`config.mk`:
```
export PLATFORM = sky130hd
export DESIGN_NAME = jpeg_cone_pipe
export DESIGN_NICKNAME = d
export VERILOG_FILES = /design/src/rtl/jpeg_cone_pipe.sv
export SDC_FILE = /design/constraint.sdc
export NUM_CORES = 1
export LEC_CHECK = 0
export ABC_AREA = 1
export CORE_MARGIN = 2
export CORE_UTILIZATION = 34
export CTS_BUF_LIST = sky130_fd_sc_hd__clkbuf_4 sky130_fd_sc_hd__clkbuf_8 sky130_fd_sc_hd__clkbuf_16
export CTS_CLUSTER_SIZE = 14
export DETAILED_ROUTE_END_ITERATION = 10
export GPL_ROUTABILITY_DRIVEN = 0
export PLACE_DENSITY = 0.61
export SETUP_SLACK_MARGIN = 0.2
export SYNTH_ARGS = -nofsm -noshare
export SYNTH_HDL_FRONTEND = slang
export SYNTH_SLANG_ARGS = --single-unit
```
`constraint.sdc`:
```
create_clock -name clk -period 4.41 [get_ports clk]
set_input_delay 1.323 -clock clk [delete_from_list [all_inputs] [get_ports clk]]
set_output_delay 1.323 -clock clk [all_outputs]
set_load 0.005 [all_outputs]
```
`src/rtl/jpeg_cone_pipe.sv`:
```
// Elastic pipelined NAND/NOR/INV -> AOI21/AO21 cone over WIDTH lanes, with per-beat
// popcount and an output-handshake beat counter.
module jpeg_cone_pipe #(
    parameter int WIDTH  = 8,
    parameter int STAGES = 2,
    parameter int CNT_W  = 16
) (
    input  logic                           clk,
    input  logic                           rst,
    input  logic                           in_valid,
    output logic                           in_ready,
    input  logic                           mode,
    input  logic [WIDTH-1:0]               a,
    input  logic [WIDTH-1:0]               b,
    input  logic [WIDTH-1:0]               c,
    input  logic [WIDTH-1:0]               d,
    input  logic [WIDTH-1:0]               e,
    output logic                           out_valid,
    input  logic                           out_ready,
    output logic [WIDTH-1:0]               y,
    output logic [$clog2(WIDTH+1)-1:0]     y_ones,
    output logic [CNT_W-1:0]               beat_cnt,
    output logic                           cnt_wrap
);
    localparam int ONES_W = $clog2(WIDTH + 1);

    logic [WIDTH-1:0]  p_in, q_in, r_in;
    logic [WIDTH-1:0]  fin_p, fin_q, fin_r;
    logic              fin_m;
    logic [STAGES-1:0] v_q, v_d, ld;
    logic [STAGES:0]   v_chain;
    logic [WIDTH-1:0]  y_q, y_d;
    logic [ONES_W-1:0] ones_q, ones_d;
    logic [CNT_W-1:0]  beat_cnt_q, beat_cnt_d;
    logic              cnt_wrap_q, cnt_wrap_d;
    logic              out_hs;

    function automatic logic [WIDTH-1:0] cone_f(input logic [WIDTH-1:0] p,
                                                input logic [WIDTH-1:0] q,
                                                input logic [WIDTH-1:0] r,
                                                input logic             m);
        logic [WIDTH-1:0] ao;
        ao = (p & q) | r;
        return m ? ao : ~ao;
    endfunction

    function automatic logic [ONES_W-1:0] popcnt(input logic [WIDTH-1:0] v);
        logic [ONES_W-1:0] sum;
        sum = '0;
        for (int i = 0; i < WIDTH; i++) sum = sum + ONES_W'(v[i]);
        return sum;
    endfunction

    assign p_in = ~(a & b);
    assign q_in = ~(c | d);
    assign r_in = ~e;

    // A stage may load when empty or when everything downstream of it can move.
    always_comb begin
        logic nxt;
        nxt = out_ready;
        ld  = '0;
        for (int k = STAGES - 1; k >= 0; k--) begin
            ld[k] = ~v_q[k] | nxt;
            nxt   = ld[k];
        end
    end

    assign v_chain = {v_q, in_valid};
    assign v_d     = (v_chain[STAGES-1:0] & ld) | (v_q & ~ld);

    always_ff @(posedge clk or posedge rst) begin
        if (rst) v_q <= '0;
        else     v_q <= v_d;
    end

    generate
        if (STAGES == 1) begin : g_one
            assign fin_p = p_in;
            assign fin_q = q_in;
            assign fin_r = r_in;
            assign fin_m = mode;
        end else begin : g_multi
            for (genvar k = 0; k < STAGES - 1; k++) begin : g_reg
                logic [WIDTH-1:0] p_q, q_q, r_q;
                logic             m_q;
                logic [WIDTH-1:0] p_d, q_d, r_d;
                logic             m_d;
                if (k == 0) begin : g_src
                    assign p_d = p_in;
                    assign q_d = q_in;
                    assign r_d = r_in;
                    assign m_d = mode;
                end else begin : g_src
                    assign p_d = g_reg[k-1].p_q;
                    assign q_d = g_reg[k-1].q_q;
                    assign r_d = g_reg[k-1].r_q;
                    assign m_d = g_reg[k-1].m_q;
                end
                always_ff @(posedge clk or posedge rst) begin
                    if (rst) begin
                        p_q <= '0;
                        q_q <= '0;
                        r_q <= '0;
                        m_q <= 1'b0;
                    end else if (ld[k]) begin
                        p_q <= p_d;
                        q_q <= q_d;
                        r_q <= r_d;
                        m_q <= m_d;
                    end
                end
            end
            assign fin_p = g_reg[STAGES-2].p_q;
            assign fin_q = g_reg[STAGES-2].q_q;
            assign fin_r = g_reg[STAGES-2].r_q;
            assign fin_m = g_reg[STAGES-2].m_q;
        end
    endgenerate

    assign y_d    = cone_f(fin_p, fin_q, fin_r, fin_m);
    assign ones_d = popcnt(y_d);

    always_ff @(posedge clk or posedge rst) begin
        if (rst) begin
            y_q    <= '0;
            ones_q <= '0;
        end else if (ld[STAGES-1]) begin
            y_q    <= y_d;
            ones_q <= ones_d;
        end
    end

    assign out_hs     = v_q[STAGES-1] & out_ready;
    assign beat_cnt_d = out_hs ? beat_cnt_q + CNT_W'(1) : beat_cnt_q;
    assign cnt_wrap_d = out_hs & (&beat_cnt_q);

    always_ff @(posedge clk or posedge rst) begin
        if (rst) begin
            beat_cnt_q <= '0;
            cnt_wrap_q <= 1'b0;
        end else begin
            beat_cnt_q <= beat_cnt_d;
            cnt_wrap_q <= cnt_wrap_d;
        end
    end

    assign in_ready  = ld[0];
    assign out_valid = v_q[STAGES-1];
    assign y         = y_q;
    assign y_ones    = ones_q;
    assign beat_cnt  = beat_cnt_q;
    assign cnt_wrap  = cnt_wrap_q;
endmodule

```
==> flow_summary.json, run 1 <==
{
  "status": "finished, final reports clean",
  "vias": 2116,
  "yosysTopAreaCellShare_pct": 52.7,
  "max_slew_margin_pct": 34.9,
  "hp-class": "reg -> reg",
  "syn_inst": 301,
  "ctsResizeCount": 0,
  "core_sq_um": 7650,
  "avgSynthCellArea_sq_um": 8.83,
  "worst_pin_slew_ns": 0.975,
  "cts_root_buf": "clkbuf_8",
  "start_util_pct": 34.8,
  "worst_hold_slack_ns": 0.487,
  "detail-route-antenna-nets": 0,
  "htree_levels": 2,
  "ys_ff_latch": 56,
  "setup_viol": 0,
  "drive_gt1_share_pct": 5.31,
  "crit_fanout": 2,
  "cp.required_ns": 3.09,
  "crit_type": "in -> out",
  "rsz0062_at_grt": "false",
  "wl_um": 5610,
  "drv_slew": 0,
  "fp.dieArea_sq_um": 8540,
  "cellPowerDensity_nw_per_um2": 395,
  "maxCapViolCount": 0,
  "cp-start-kind": "input pin",
  "clkTransAtPathRegs_ns": 0.09,
  "fillCellCount": 736,
  "dp_hpwl_um": 4320,
  "clock_skew_ns": 0.0115,
  "viasPerCell": 4.42,
  "n_antenna_cell": 0,
  "cts_num_sinks": 56,
  "drc": 0,
  "grt_pass1_wl_um": 9530,
  "hold_viol_final": 0,
  "cp_cell_sequence": "clkdlybuf4s50_1 -> nor2_4 -> nand2_4 -> clkdlybuf4s50_1",
  "row_count": 32,
  "critPathSlowestCell": "clkdlybuf4s50_1",
  "grt_usage_pct": 14.0,
  "critPathCaptureType": "output port",
  "postCtsHoldBufs": 0,
  "cp.arrival_ns": 2.57,
  "postCtsSetupRepairBufs": 0,
  "drtPass1Iterations": 4,
  "cts_made_buffers": 5,
  "setup_tns_ns": 0,
  "ys_warn_count": 0,
  "ios": 76,
  "areaGrowthSynthToFinish_pct": 35.0,
  "port_buffers": 75,
  "netlist_top_cells_area": "dfrtp_1, nand2_1, nor2_1",
  "crit_family": "buffers and inverters",
  "clk_latency_ns": 0.30,
  "overflow": 0,
  "grt_pass1_vias": 2014,
  "cts_tree": "yes",
  "fmax_mhz": 257,
  "die_x_um": 92.4,
  "synth_fp_nets": 354,
  "utilization_pct": 46.9,
  "peakVddDrop_uv": 179,
  "crit_path_frequent_cell": "clkdlybuf4s50_1",
  "antenna_found_initial": 0,
  "final.min_clock_period_ns": 3.89,
  "yosys.cell_types.count": 27,
  "period_share_pct": 88.2,
  "syn-cell-area_sq_um": 2660,
  "path_buf_inv": 2,
  "fin_nets": 430,
  "yosysSeqAreaShare_pct": 52.7,
  "clock_path_buffers": 2,
  "cpPeakStageDelay_ns": 0.59,
  "grt_max_degree": 49,
  "yosysTopAreaCell": "dfrtp_1",
  "multiInputGateArea_sq_um": 1080,
  "detail_route.wl_per_cell_um": 11.7,
  "power.leakage_uw": 0.00168,
  "dieHeight_um": 92.4,
  "seq_area_sq_um": 1400,
  "first_iter_violations": 100
}
## logic make-up after synthesis
group                      Yosys count  synth area share (%)
adders and majority gates            8                  4.89
buffers and inverters               42                  6.59
and+or+nand+nor                    147                  23.9
xor gates and xnor gates            18                  5.93
AOI/OAI and AO/OA                   30                  6.02
DFF                                 56                  52.7
## flip-flops by register name, summed over array words and instances (netlist names), named ones only
signal,count
cnt_wrap,1
fin_m,1
y_ones,4
fin_p,8
fin_q,8
beat_cnt,16
fin_r,8
y,8
## final cells by class
cell class                 count  area share [%]
clock inverter                 2           0.349
tap                          102            3.56
inverter                      33            3.45
multi-input combinational    203            30.1
clock buffer                   5            1.92
sequential                    56            39.0
timing repair buffer          78            21.5
## worst register-to-register path, delay by kind of cell (launching register included)
kind | cells | cell delay (ns)
compound gates | 1 | 0.13
buf+inv | 2 | 0.11
flops | 1 | 0.55
xor+xnor | 2 | 0.42
fa+ha+maj | 5 | 1.90
## synthesized netlist by cell type (all sizes together)
| master | number |
|---|---|
| ha | 4 |
| buf | 8 |
| xor2 | 14 |
| nand2 | 85 |
| o21ai | 13 |
| nand3b | 1 |
| clkbuf | 1 |
| nand4 | 3 |
| a31oi | 8 |
| a21oi | 9 |
| or2 | 1 |
| dfrtp | 56 |
| xnor2 | 4 |
| nor3 | 4 |
| inv | 33 |
| nand3 | 16 |
| nor2 | 37 |
| fa | 4 |
## path summary, 6_finish.rpt
kind,slack (ns),from,cells after the start,to
setup / recovery,0.52,out_ready,4,in_ready
hold / removal,0.49,y[2]$_DFFE_PP0P_,2,y[2]$_DFFE_PP0P_
setup reg to reg,1.22,fin_m$_DFFE_PP0N_,10,y_ones[2]$_DFFE_PP0P_
hold reg to reg,0.49,y[2]$_DFFE_PP0P_,2,y[2]$_DFFE_PP0P_
max in group asynchronous,2.15,rst,3,fin_r[4]$_DFFE_PP0N_
min in group asynchronous,1.56,rst,2,beat_cnt[13]$_DFFE_PP0P_
## stage by stage
step	setup slack (ns)	std cells	total power, uW	area, sq um
2_1_floorplan	1.36	301	937	2660
3_3_place_gp	0.517	472	1150	3510
3_5_place_dp	0.517	472	1170	3510
4_1_cts	0.503	479	1450	3590
5_1_grt	0.467	479	1540	3590
6_report	0.520	479	1420	3590
## metal layers
layer / vias up / share of wire [%] / global-route usage [%]
li1: 1090 / - / -
met1: 965 / 46 / 18.6
met2: 55 / 47 / 22.9
met3: 6 / 4.8 / 3.34
met4: 0 / 1.6 / 3.98
met5: - / 0 / 0
## cell usage in the layout (no fill, tap or decap), drive strengths merged
| cell | count |
|---|---|
| nand2 | 85 |
| clkdlybuf4s50 | 75 |
| dfrtp | 56 |
| nor2 | 37 |
| inv | 33 |
| nand3 | 16 |
| xor2 | 14 |
| o21ai | 13 |
| a21oi | 9 |
| a31oi | 8 |
| clkbuf | 5 |
| xnor2 | 4 |
| fa | 4 |
| ha | 4 |
| nor3 | 4 |
| nand4 | 3 |
| buf | 3 |
| nand3b | 1 |
| or2 | 1 |
| clkinv | 1 |
| clkinvlp | 1 |
## report_power, final
part / switching (uW) / leakage (uW) / internal (uW)
clock: 160 / 0.0000400 / 108
combinational: 218 / 0.000956 / 266
sequential: 66.6 / 0.000679 / 597
Note: power is estimated with default switching activity, not from simulation.
==> inputs of run 2 (changes only) <==
- CAP_MARGIN: unset -> 20
==> run 2 against run 1 <==
Net effect: sequential power about the same; non-clock buffer count increased by 1; cell count increased by 0.21%; cell area grew 0.56%; die area unchanged; setup slack lost 0.0022 ns; critical path type unchanged; sequential share of layout area shrank 0.22 points; combinational power about the same; clock power about the same; register-to-register slack hardly changed; critical endpoint unchanged.
==> flow_summary.json, run 2 (same netlist as run 1, synthesis figures left out) <==
{
  "vias": 2126,
  "detail_route.wl_per_cell_um": 11.7,
  "final_common_cell": "nand2_1",
  "hold_viol_final": 0,
  "cp-start-kind": "input pin",
  "cellPowerDensity_nw_per_um2": 392,
  "grt_usage_pct": 14.0,
  "n_antenna_cell": 0,
  "largest_reg_flops": 16,
  "dp_cells": 472,
  "cpPeakStageDelay_ns": 0.58,
  "overflow": 0,
  "viasPerCell": 4.43,
  "areaGrowthSynthToFinish_pct": 35.8,
  "wl_um": 5610,
  "die_x_um": 92.4,
  "worst_pin_slew_ns": 0.402,
  "drv_slew": 0,
  "crit_type": "in -> out",
  "clock_path_buffers": 2,
  "cp_cell_sequence": "clkdlybuf4s50_1 -> nor2_4 -> nand2_4 -> clkdlybuf4s50_1",
  "pwr-share-comb_pct": 34.4,
  "swShare_pct": 31.2,
  "drc": 0,
  "ctsResizeCount": 0,
  "maxCapViolCount": 0,
  "grt_max_degree": 49,
  "status": "finished, final reports clean",
  "start_util_pct": 34.8,
  "detail-route-antenna-nets": 0,
  "critPathSlowestCell": "clkdlybuf4s50_1",
  "cts_tree": "yes",
  "cp.arrival_ns": 2.57,
  "first_iter_violations": 94,
  "peakVddDrop_uv": 179,
  "critPathCaptureType": "output port",
  "rsz0062_at_grt": "false",
  "power.share.clock_pct": 18.7,
  "ios": 76,
  "antenna_found_initial": 0,
  "power.leakage_uw": 0.00168,
  "power.switching_uw": 442,
  "setup_viol": 0,
  "dieHeight_um": 92.4,
  "clk_latency_ns": 0.30,
  "total_power_uw": 1420,
  "row_count": 32,
  "drive_gt1_share_pct": 5.56,
  "grt_pass1_vias": 2014,
  "cp.required_ns": 3.09,
  "htree_levels": 2,
  "postCtsHoldBufs": 0,
  "max_slew_margin_pct": 73.2,
  "cts_num_sinks": 56,
  "drtPass1Iterations": 4,
  "p_int_uw": 974,
  "clkTransAtPathRegs_ns": 0.09,
  "setup_tns_ns": 0,
  "fp.dieArea_sq_um": 8540,
  "fin_nets": 431,
  "postCtsSetupRepairBufs": 0,
  "cts_made_buffers": 5,
  "port_buffers": 75,
  "crit_path_frequent_cell": "clkdlybuf4s50_1",
  "final.min_clock_period_ns": 3.89,
  "power_frac_seq_pct": 46.9,
  "cts_root_buf": "clkbuf_8",
  "dp_hpwl_um": 4320,
  "worst_hold_slack_ns": 0.487,
  "crit_fanout": 2,
  "clock_skew_ns": 0.00976,
  "final_cell_mix": "nand2_1, clkdlybuf4s50_1, dfrtp_1",
  "grt_pass1_wl_um": 9530,
  "fin_cells": 480,
  "fmax_mhz": 257,
  "core_sq_um": 7650,
  "hp-class": "reg -> reg",
  "period_share_pct": 88.2
}
==> run 2: power by group through the flow <==
stage	Combinational (uW)	Sequential (uW)	Clock, uW
after global routing	565	676	303
after CTS	500	664	282
after global placement	480	671	0
after floorplan	272	665	0
after detailed placement	496	675	0
final	488	664	265
==> run 2: worst paths after layout <==
path | to | slack (ns) | cells after the start | start
max | in_ready | 0.52 | 4 | out_ready
min | y[2]$_DFFE_PP0P_ | 0.49 | 2 | y[2]$_DFFE_PP0P_
max reg2reg | y_ones[2]$_DFFE_PP0P_ | 1.21 | 10 | fin_m$_DFFE_PP0N_
min reg2reg | y[2]$_DFFE_PP0P_ | 0.49 | 2 | y[2]$_DFFE_PP0P_
max in group asynchronous | fin_r[4]$_DFFE_PP0N_ | 2.56 | 4 | rst
min in group asynchronous | beat_cnt[10]$_DFFE_PP0P_ | 1.20 | 2 | rst
==> run 2: layout make-up <==
cell class / count / area [sq um]
multi-input cells: 203 / 1080
fillers: 736 / 4040
well taps: 102 / 128
clock inverters: 2 / 12.5
clock buffers: 5 / 68.8
inverters: 33 / 124
flip-flops and latches: 56 / 1400
repair buffers: 79 / 793
==> run 2: routing by layer <==
metal / track usage (%) / up-vias / share of wire, %
li1: - / 1091 / -
met5: 0 / - / 0
met4: 3.98 / 0 / 1.2
met1: 18.6 / 980 / 46
met3: 3.34 / 4 / 4.9
met2: 22.9 / 51 / 48
==> run 2: stage by stage <==
stage / worst slack, ns / cell area [sq um] / util, %
global route: 0.467 / 3610 / 47.2
global placement: 0.517 / 3510 / 45.9
detailed placement: 0.517 / 3510 / 45.9
finish: 0.518 / 3610 / 47.2
floorplan: 1.36 / 2660 / -
CTS: 0.503 / 3590 / 46.9
==> run 2: worst max-delay path, delay by kind of cell <==
family                 cells  cell delay [ns]
AND/OR/NAND/NOR            2             0.15
buffers and inverters      2             1.10
